[src/rtl/host_uart_bridge_if.sv]
// host_uart_bridge_if: serial lines, command-processor FIFO handshakes and sticky error flags.
interface host_uart_bridge_if;
  logic       i_uart_rx;
  logic       o_uart_tx;
  logic       o_data_valid;
  logic [7:0] o_data;
  logic       i_input_full;
  logic       o_data_read;
  logic [7:0] i_data;
  logic       i_output_empty;
  logic       o_rx_frame_err;
  logic       o_rx_overrun;
  logic       i_err_clear;
  modport master (
    input  i_uart_rx, i_input_full, i_data, i_output_empty, i_err_clear,
    output o_uart_tx, o_data_valid, o_data, o_data_read, o_rx_frame_err, o_rx_overrun
  );
  modport slave (
    output i_uart_rx, i_input_full, i_data, i_output_empty, i_err_clear,
    input  o_uart_tx, o_data_valid, o_data, o_data_read, o_rx_frame_err, o_rx_overrun
  );
endinterface

[src/rtl/host_uart_bridge.sv]
// host_uart_bridge: 8N1 UART bridging a byte stream to command-processor input/output FIFOs.
module host_uart_bridge #(
  parameter int CLKS_PER_BIT = 16
) (
  input logic               i_clk,
  input logic               i_rst,
  host_uart_bridge_if.master bus
);
  localparam int W = $clog2(CLKS_PER_BIT);
  localparam logic [W-1:0] LAST      = W'(CLKS_PER_BIT - 1);
  localparam logic [W-1:0] HALF      = W'(CLKS_PER_BIT / 2 - 1);
  localparam logic [W-1:0] STOP_LAST = W'(CLKS_PER_BIT - 2);
  typedef enum logic [1:0] {RX_IDLE, RX_START, RX_DATA, RX_STOP} rx_state_t;
  typedef enum logic [1:0] {TX_IDLE, TX_START, TX_DATA, TX_STOP} tx_state_t;
  rx_state_t  rx_state, rx_next;
  tx_state_t  tx_state, tx_next;
  logic [1:0] sync;
  logic       rx_s, rx_prev, rx_tick, rx_done, rx_good, push, hold_full;
  logic       frame_err, overrun;
  logic [W-1:0] rx_cnt, rx_cnt_n, tx_cnt, tx_cnt_n;
  logic [2:0] rx_idx, tx_idx;
  logic [7:0] rx_shift, hold_data, tx_shift;
  logic       tx_tick, pop, tx_line;
  assign rx_s = sync[1];
  always_comb begin
    rx_next = rx_state;
    rx_tick = rx_cnt == (rx_state == RX_START ? HALF : LAST);
    case (rx_state)
      RX_IDLE:  rx_next = (rx_prev && !rx_s) ? RX_START : RX_IDLE;
      RX_START: rx_next = rx_tick ? (rx_s ? RX_IDLE : RX_DATA) : RX_START;
      RX_DATA:  rx_next = (rx_tick && rx_idx == 3'd7) ? RX_STOP : RX_DATA;
      default:  rx_next = rx_tick ? RX_IDLE : RX_STOP;
    endcase
    rx_cnt_n = (rx_state == RX_IDLE || rx_tick) ? '0 : rx_cnt + 1'b1;
    rx_done  = rx_state == RX_STOP && rx_tick;
    rx_good  = rx_done && rx_s;
    push     = hold_full && !bus.i_input_full;
  end
  always_ff @(posedge i_clk or posedge i_rst) begin
    if (i_rst) begin
      sync      <= '1;
      rx_prev   <= 1'b1;
      rx_state  <= RX_IDLE;
      rx_cnt    <= '0;
      rx_idx    <= '0;
      rx_shift  <= '0;
      hold_full <= 1'b0;
      hold_data <= '0;
      frame_err <= 1'b0;
      overrun   <= 1'b0;
    end else begin
      sync     <= {sync[0], bus.i_uart_rx};
      rx_prev  <= rx_s;
      rx_state <= rx_next;
      rx_cnt   <= rx_cnt_n;
      if (rx_state == RX_DATA && rx_tick) begin
        rx_shift <= {rx_s, rx_shift[7:1]};
        rx_idx   <= rx_idx + 3'd1;
      end
      hold_full <= rx_good || (hold_full && !push);
      if (rx_good && (!hold_full || push)) hold_data <= rx_shift;
      frame_err <= (rx_done && !rx_s) || (frame_err && !bus.i_err_clear);
      overrun   <= (rx_good && hold_full && !push) || (overrun && !bus.i_err_clear);
    end
  end
  // stop state ends one cycle early so the first idle cycle completes the stop bit
  always_comb begin
    tx_next = tx_state;
    pop     = tx_state == TX_IDLE && !bus.i_output_empty && !i_rst;
    tx_tick = tx_cnt == (tx_state == TX_STOP ? STOP_LAST : LAST);
    case (tx_state)
      TX_IDLE:  tx_next = pop ? TX_START : TX_IDLE;
      TX_START: tx_next = tx_tick ? TX_DATA : TX_START;
      TX_DATA:  tx_next = (tx_tick && tx_idx == 3'd7) ? TX_STOP : TX_DATA;
      default:  tx_next = tx_tick ? TX_IDLE : TX_STOP;
    endcase
    tx_cnt_n = (tx_state == TX_IDLE || tx_tick) ? '0 : tx_cnt + 1'b1;
    tx_line  = tx_state == TX_START ? 1'b0 : tx_state == TX_DATA ? tx_shift[0] : 1'b1;
  end
  always_ff @(posedge i_clk or posedge i_rst) begin
    if (i_rst) begin
      tx_state <= TX_IDLE;
      tx_cnt   <= '0;
      tx_idx   <= '0;
      tx_shift <= '0;
    end else begin
      tx_state <= tx_next;
      tx_cnt   <= tx_cnt_n;
      if (pop) tx_shift <= bus.i_data;
      else if (tx_state == TX_DATA && tx_tick) begin
        tx_shift <= {1'b0, tx_shift[7:1]};
        tx_idx   <= tx_idx + 3'd1;
      end
    end
  end
  assign bus.o_uart_tx      = tx_line;
  assign bus.o_data_read    = pop;
  assign bus.o_data_valid   = push;
  assign bus.o_data         = hold_data;
  assign bus.o_rx_frame_err = frame_err;
  assign bus.o_rx_overrun   = overrun;
endmodule

[src/flat_wrapper.sv]
// flat-port wrapper written by rule: the top's interface ports become plain ports
module host_uart_bridge_flat 
#(
  parameter int CLKS_PER_BIT = 16
)
  (i_clk, i_rst, bus_i_uart_rx, bus_i_input_full, bus_i_data, bus_i_output_empty, bus_i_err_clear, bus_o_uart_tx, bus_o_data_valid, bus_o_data, bus_o_data_read, bus_o_rx_frame_err, bus_o_rx_overrun);
  host_uart_bridge_if bus_i ();
  input logic i_clk;
  input logic i_rst;
  input wire logic [$bits(bus_i.i_uart_rx)-1:0] bus_i_uart_rx;
  input wire logic [$bits(bus_i.i_input_full)-1:0] bus_i_input_full;
  input wire logic [$bits(bus_i.i_data)-1:0] bus_i_data;
  input wire logic [$bits(bus_i.i_output_empty)-1:0] bus_i_output_empty;
  input wire logic [$bits(bus_i.i_err_clear)-1:0] bus_i_err_clear;
  output wire logic [$bits(bus_i.o_uart_tx)-1:0] bus_o_uart_tx;
  output wire logic [$bits(bus_i.o_data_valid)-1:0] bus_o_data_valid;
  output wire logic [$bits(bus_i.o_data)-1:0] bus_o_data;
  output wire logic [$bits(bus_i.o_data_read)-1:0] bus_o_data_read;
  output wire logic [$bits(bus_i.o_rx_frame_err)-1:0] bus_o_rx_frame_err;
  output wire logic [$bits(bus_i.o_rx_overrun)-1:0] bus_o_rx_overrun;
  assign bus_i.i_uart_rx = bus_i_uart_rx;
  assign bus_i.i_input_full = bus_i_input_full;
  assign bus_i.i_data = bus_i_data;
  assign bus_i.i_output_empty = bus_i_output_empty;
  assign bus_i.i_err_clear = bus_i_err_clear;
  assign bus_o_uart_tx = bus_i.o_uart_tx;
  assign bus_o_data_valid = bus_i.o_data_valid;
  assign bus_o_data = bus_i.o_data;
  assign bus_o_data_read = bus_i.o_data_read;
  assign bus_o_rx_frame_err = bus_i.o_rx_frame_err;
  assign bus_o_rx_overrun = bus_i.o_rx_overrun;
  host_uart_bridge #(.CLKS_PER_BIT(CLKS_PER_BIT)) u_core (.i_clk(i_clk), .i_rst(i_rst), .bus(bus_i));
endmodule
[config.mk]
export PLATFORM = sky130hd
export DESIGN_NAME = host_uart_bridge_flat
export DESIGN_NICKNAME = d
export VERILOG_FILES = /design/src/rtl/host_uart_bridge_if.sv /design/src/rtl/host_uart_bridge.sv /design/src/flat_wrapper.sv
export SDC_FILE = /design/constraint.sdc
export NUM_CORES = 1
export LEC_CHECK = 0
export BUFFER_PORTS_ARGS = -buffer_cell sky130_fd_sc_hd__buf_2
export CELL_PAD_IN_SITES_DETAIL_PLACEMENT = 1
export CELL_PAD_IN_SITES_GLOBAL_PLACEMENT = 2
export CORE_ASPECT_RATIO = 1.25
export CORE_MARGIN = 8
export CORE_UTILIZATION = 30
export DETAILED_ROUTE_END_ITERATION = 10
export GPL_TIMING_DRIVEN = 0
export PLACE_DENSITY_LB_ADDON = 0.1
export SETUP_SLACK_MARGIN = 0.3
export SLEW_MARGIN = 5
export SYNTH_ARGS = -nofsm -noshare
export SYNTH_HDL_FRONTEND = slang
export SYNTH_SLANG_ARGS = --single-unit
[constraint.sdc]
create_clock -name i_clk -period 3 [get_ports i_clk]
set_input_delay 0.3 -clock i_clk [delete_from_list [all_inputs] [get_ports i_clk]]
set_output_delay 0.3 -clock i_clk [all_outputs]
set_load 0.01 [all_outputs]
==> run metrics <==
f_max about 530 MHz; H-tree levels 2; Post-DP Area 0.00237 mm^2; FP Rows 34; CP Launch Type flip-flop; Critical Path AT between 1.5 and 2 ns; clk slew on worst S/H paths 0.09 ns; origin of the worst setup path u_core.tx_state[1]; vias in the first global route ~1.5k; WL/cell 14.3 um; Post-DP HPWL between 3000 and 4000 um; Max Slew Vio Count 0; async set-reset flop share out of synthesis 100%; dominant cells by area after synthesis dfrtp_1 (53%), mux2_2 (11%), a221o_1 (3.8%); Post-Layout Cell Count between 200 and 300; P&R area growth vs syn 18.5%; number of distinct library cells after synthesis 34; Chip Height between 100 and 150 um; Clock Tree Buf Depth 2; Worst-Margin Slew slightly below 0.4 ns; Reg2Reg Setup Slack roughly 1.4 ns; Antenna Cells 0; Worst Reg-to-Reg Cells 5; # port buffers 26; VDD IR max about 0.00021 V; RD Place Congestion between 0.6 and 0.7; Die Width 91.0 um; WS Path Type reg2out; RR Endpoint u_core.rx_idx[1]; net count after synthesis between 150 and 200; All-Layer GR Usage under 10%; failing checks hold timing; worst hold path type in2async; Final nets ~220; hold slack final -0.00194 ns; Reg2Reg Launch Point u_core.rx_cnt[0]; Design Area, Final 0.00250 mm^2; Max Cap Viol 0; Clock Latency Late Sink approximately 0.29 ns; total number of yosys warnings 0; first-pass GRT wire length ~7400 um; CP Max Fanout 10; CORE AREA between 0.006 and 0.007 mm^2; Post-Place Setup Slack 1.37 ns; antenna violations before repair 0; post-cts hold buffer count 0; prevailing post-synth register cell dfrtp_1; largest net degree at the start of global routing 34; share of the synthesized area in the top cell type ~53%; Power Density about 580 mW/mm^2; Critical Path End bus_o_data_read; Die ar. roughly 0.010 mm^2; Worst setup EP type output port; Root Buffer clkbuf_8; Boundary Pins 27; syn avg cell area between 10 and 15 um^2; crit share post-route roughly 63%; part of the Yosys area used for sequential elements around 57%; DR vias/cell ~4.7; RSZ-0062 raised after global routing false; Post-Route Setup TNS 0 ns; Mapped Cells 163; min Tclk post-route roughly 1.9 ns; Setup Viol. Count Final 0; Max-slew headroom about three quarters; routed via count between 1k and 1.5k; initial core utilization 30.6%; TritonRoute pass-1 iters 2; worst setup margin roughly 1.1 ns; antenna-violating nets left 0; Yosys top cell by area dfrtp_1; TritonCTS clock tree built; dpl cells 280; clk sinks between 40 and 50; number of CTS-inserted buffers 5; Hold Vio Cnt, Final 3; Critical Path RT 2.70 ns; Routed WL ~4100 um; Setup Buffers After CTS 0; DR iter-0 viols 25; total grt overflow 0; cts repair resizes 0; status complete, but fails checks; #FFs+latches synth 48; mapped cell area about 0.0021 mm^2; Post-synth EDFFs 0; layout cells sized above 1 between 30% and 40%; clk_skew between 0.005 and 0.006 ns; DRC viols 0; P_leak 0.00123 uW
[critical path: stages, from the launching register on]
cell     delay [ns]
dfrtp_1        0.36
buf_2          0.18
nor4_4         0.34
buf_2          0.24
buf_2          0.16
[how the worst min path moves through the flow]
stage	end	slack (ns)	cells past startpoint
finish	u_core.tx_state[0]	-0.002	2
global route	u_core.tx_state[0]	0.02	2
CTS	u_core.tx_state[0]	0.006	2
detailed placement	u_core.tx_state[0]	0.34	2
global placement	u_core.sync[1]	0.35	0
floorplan	u_core.sync[0]	0.30	0
[cell families after synthesis]
kind of cell	count (synthesis)	share of synthesized area (%)
adders and majority gates	6	3.56
DFF	48	57.2
xor gates and xnor gates	7	2.91
and+or+nand+nor	43	12.9
muxes	21	11.2
buffers and inverters	15	3.74
AOI/OAI and AO/OA	23	8.49
[cells in the mapped netlist (all sizes together) (2+ instances only)]
library cell and count:
dfrtp 45, mux2 21, a221o 8, and2 8, buf 8, nand2 8, inv 7, a21oi 6
ha 6, nor3 6, nor2 5, xor2 5, nand3 4, o22ai 4, dfstp 3, nand2b 2
nand3b 2, nand4 2, o21ai 2, xnor2 2
[layout make-up]
class                   instances  area (um^2)
clock buffers                   7         96.3
fillers                       763         4390
repair buffers                 27          150
multi-input cells             100          825
flip-flops and latches         48         1200
plain buffers                   8         52.6
inverters                       7         26.3
clock inverters                 1         30.0
well taps                      90          113
[registers in the layout (all words and copies together) (netlist names), 2 cells and up]
| name | flops |
|---|---|
| u_core.sync | 2 |
| u_core.bus.o_data | 8 |
| u_core.tx_shift | 8 |
| u_core.tx_cnt | 4 |
| u_core.rx_state | 2 |
| u_core.tx_idx | 3 |
| u_core.rx_idx | 3 |
| u_core.tx_state | 2 |
| u_core.rx_cnt | 4 |
| u_core.rx_shift | 8 |
[layer usage]
metal	vias up	routed length, um	GRT usage (%)
met3	5	186	2.80
met4	0	64	3.52
met5	-	0	0
met1	680	1770	10.2
li1	643	-	-
met2	29	2110	16.0
[cell usage in the layout (no fill, tap or decap), drive strengths merged]
| cell type | netlist | final |
|---|---|---|
| dfrtp | 45 | 45 |
| buf | 8 | 35 |
| mux2 | 21 | 21 |
| nand2 | 8 | 8 |
| a221o | 8 | 8 |
| and2 | 8 | 8 |
| clkbuf | 0 | 7 |
| inv | 7 | 7 |
| a21oi | 6 | 6 |
| ha | 6 | 6 |
| nor3 | 6 | 6 |
| xor2 | 5 | 5 |
| nor2 | 5 | 5 |
| nand3 | 4 | 4 |
| o22ai | 4 | 4 |
| dfstp | 3 | 3 |
| nand3b | 2 | 2 |
| nand2b | 2 | 2 |
| xnor2 | 2 | 2 |
| o21ai | 2 | 2 |
| nand4 | 2 | 2 |
| and4 | 1 | 1 |
| and3 | 1 | 1 |
| nor4 | 1 | 1 |
| a41oi | 1 | 1 |
| nor3b | 1 | 1 |
| o22a | 1 | 1 |
| o2111ai | 1 | 1 |
| nor2b | 1 | 1 |
| or3b | 1 | 1 |
| bufinv | 0 | 1 |
[metrics by stage]
stage | utilization (%) | total power, uW
floorplan | - | 893
global placement | 34.1 | 936
detailed placement | 34.4 | 950
CTS | 36.2 | 1470
global route | 36.2 | 1530
finish | 36.2 | 1440
[power breakdown]
| part | leakage (uW) | total [uW] | internal (uW) | switching, uW |
|---|---|---|---|---|
| registers | 0.000628 | 736 | 698 | 38.2 |
| clock network | 0.0000645 | 507 | 294 | 212 |
| logic | 0.000542 | 195 | 87.0 | 109 |
No activity file was read; power rests on OpenSTA's default activity.
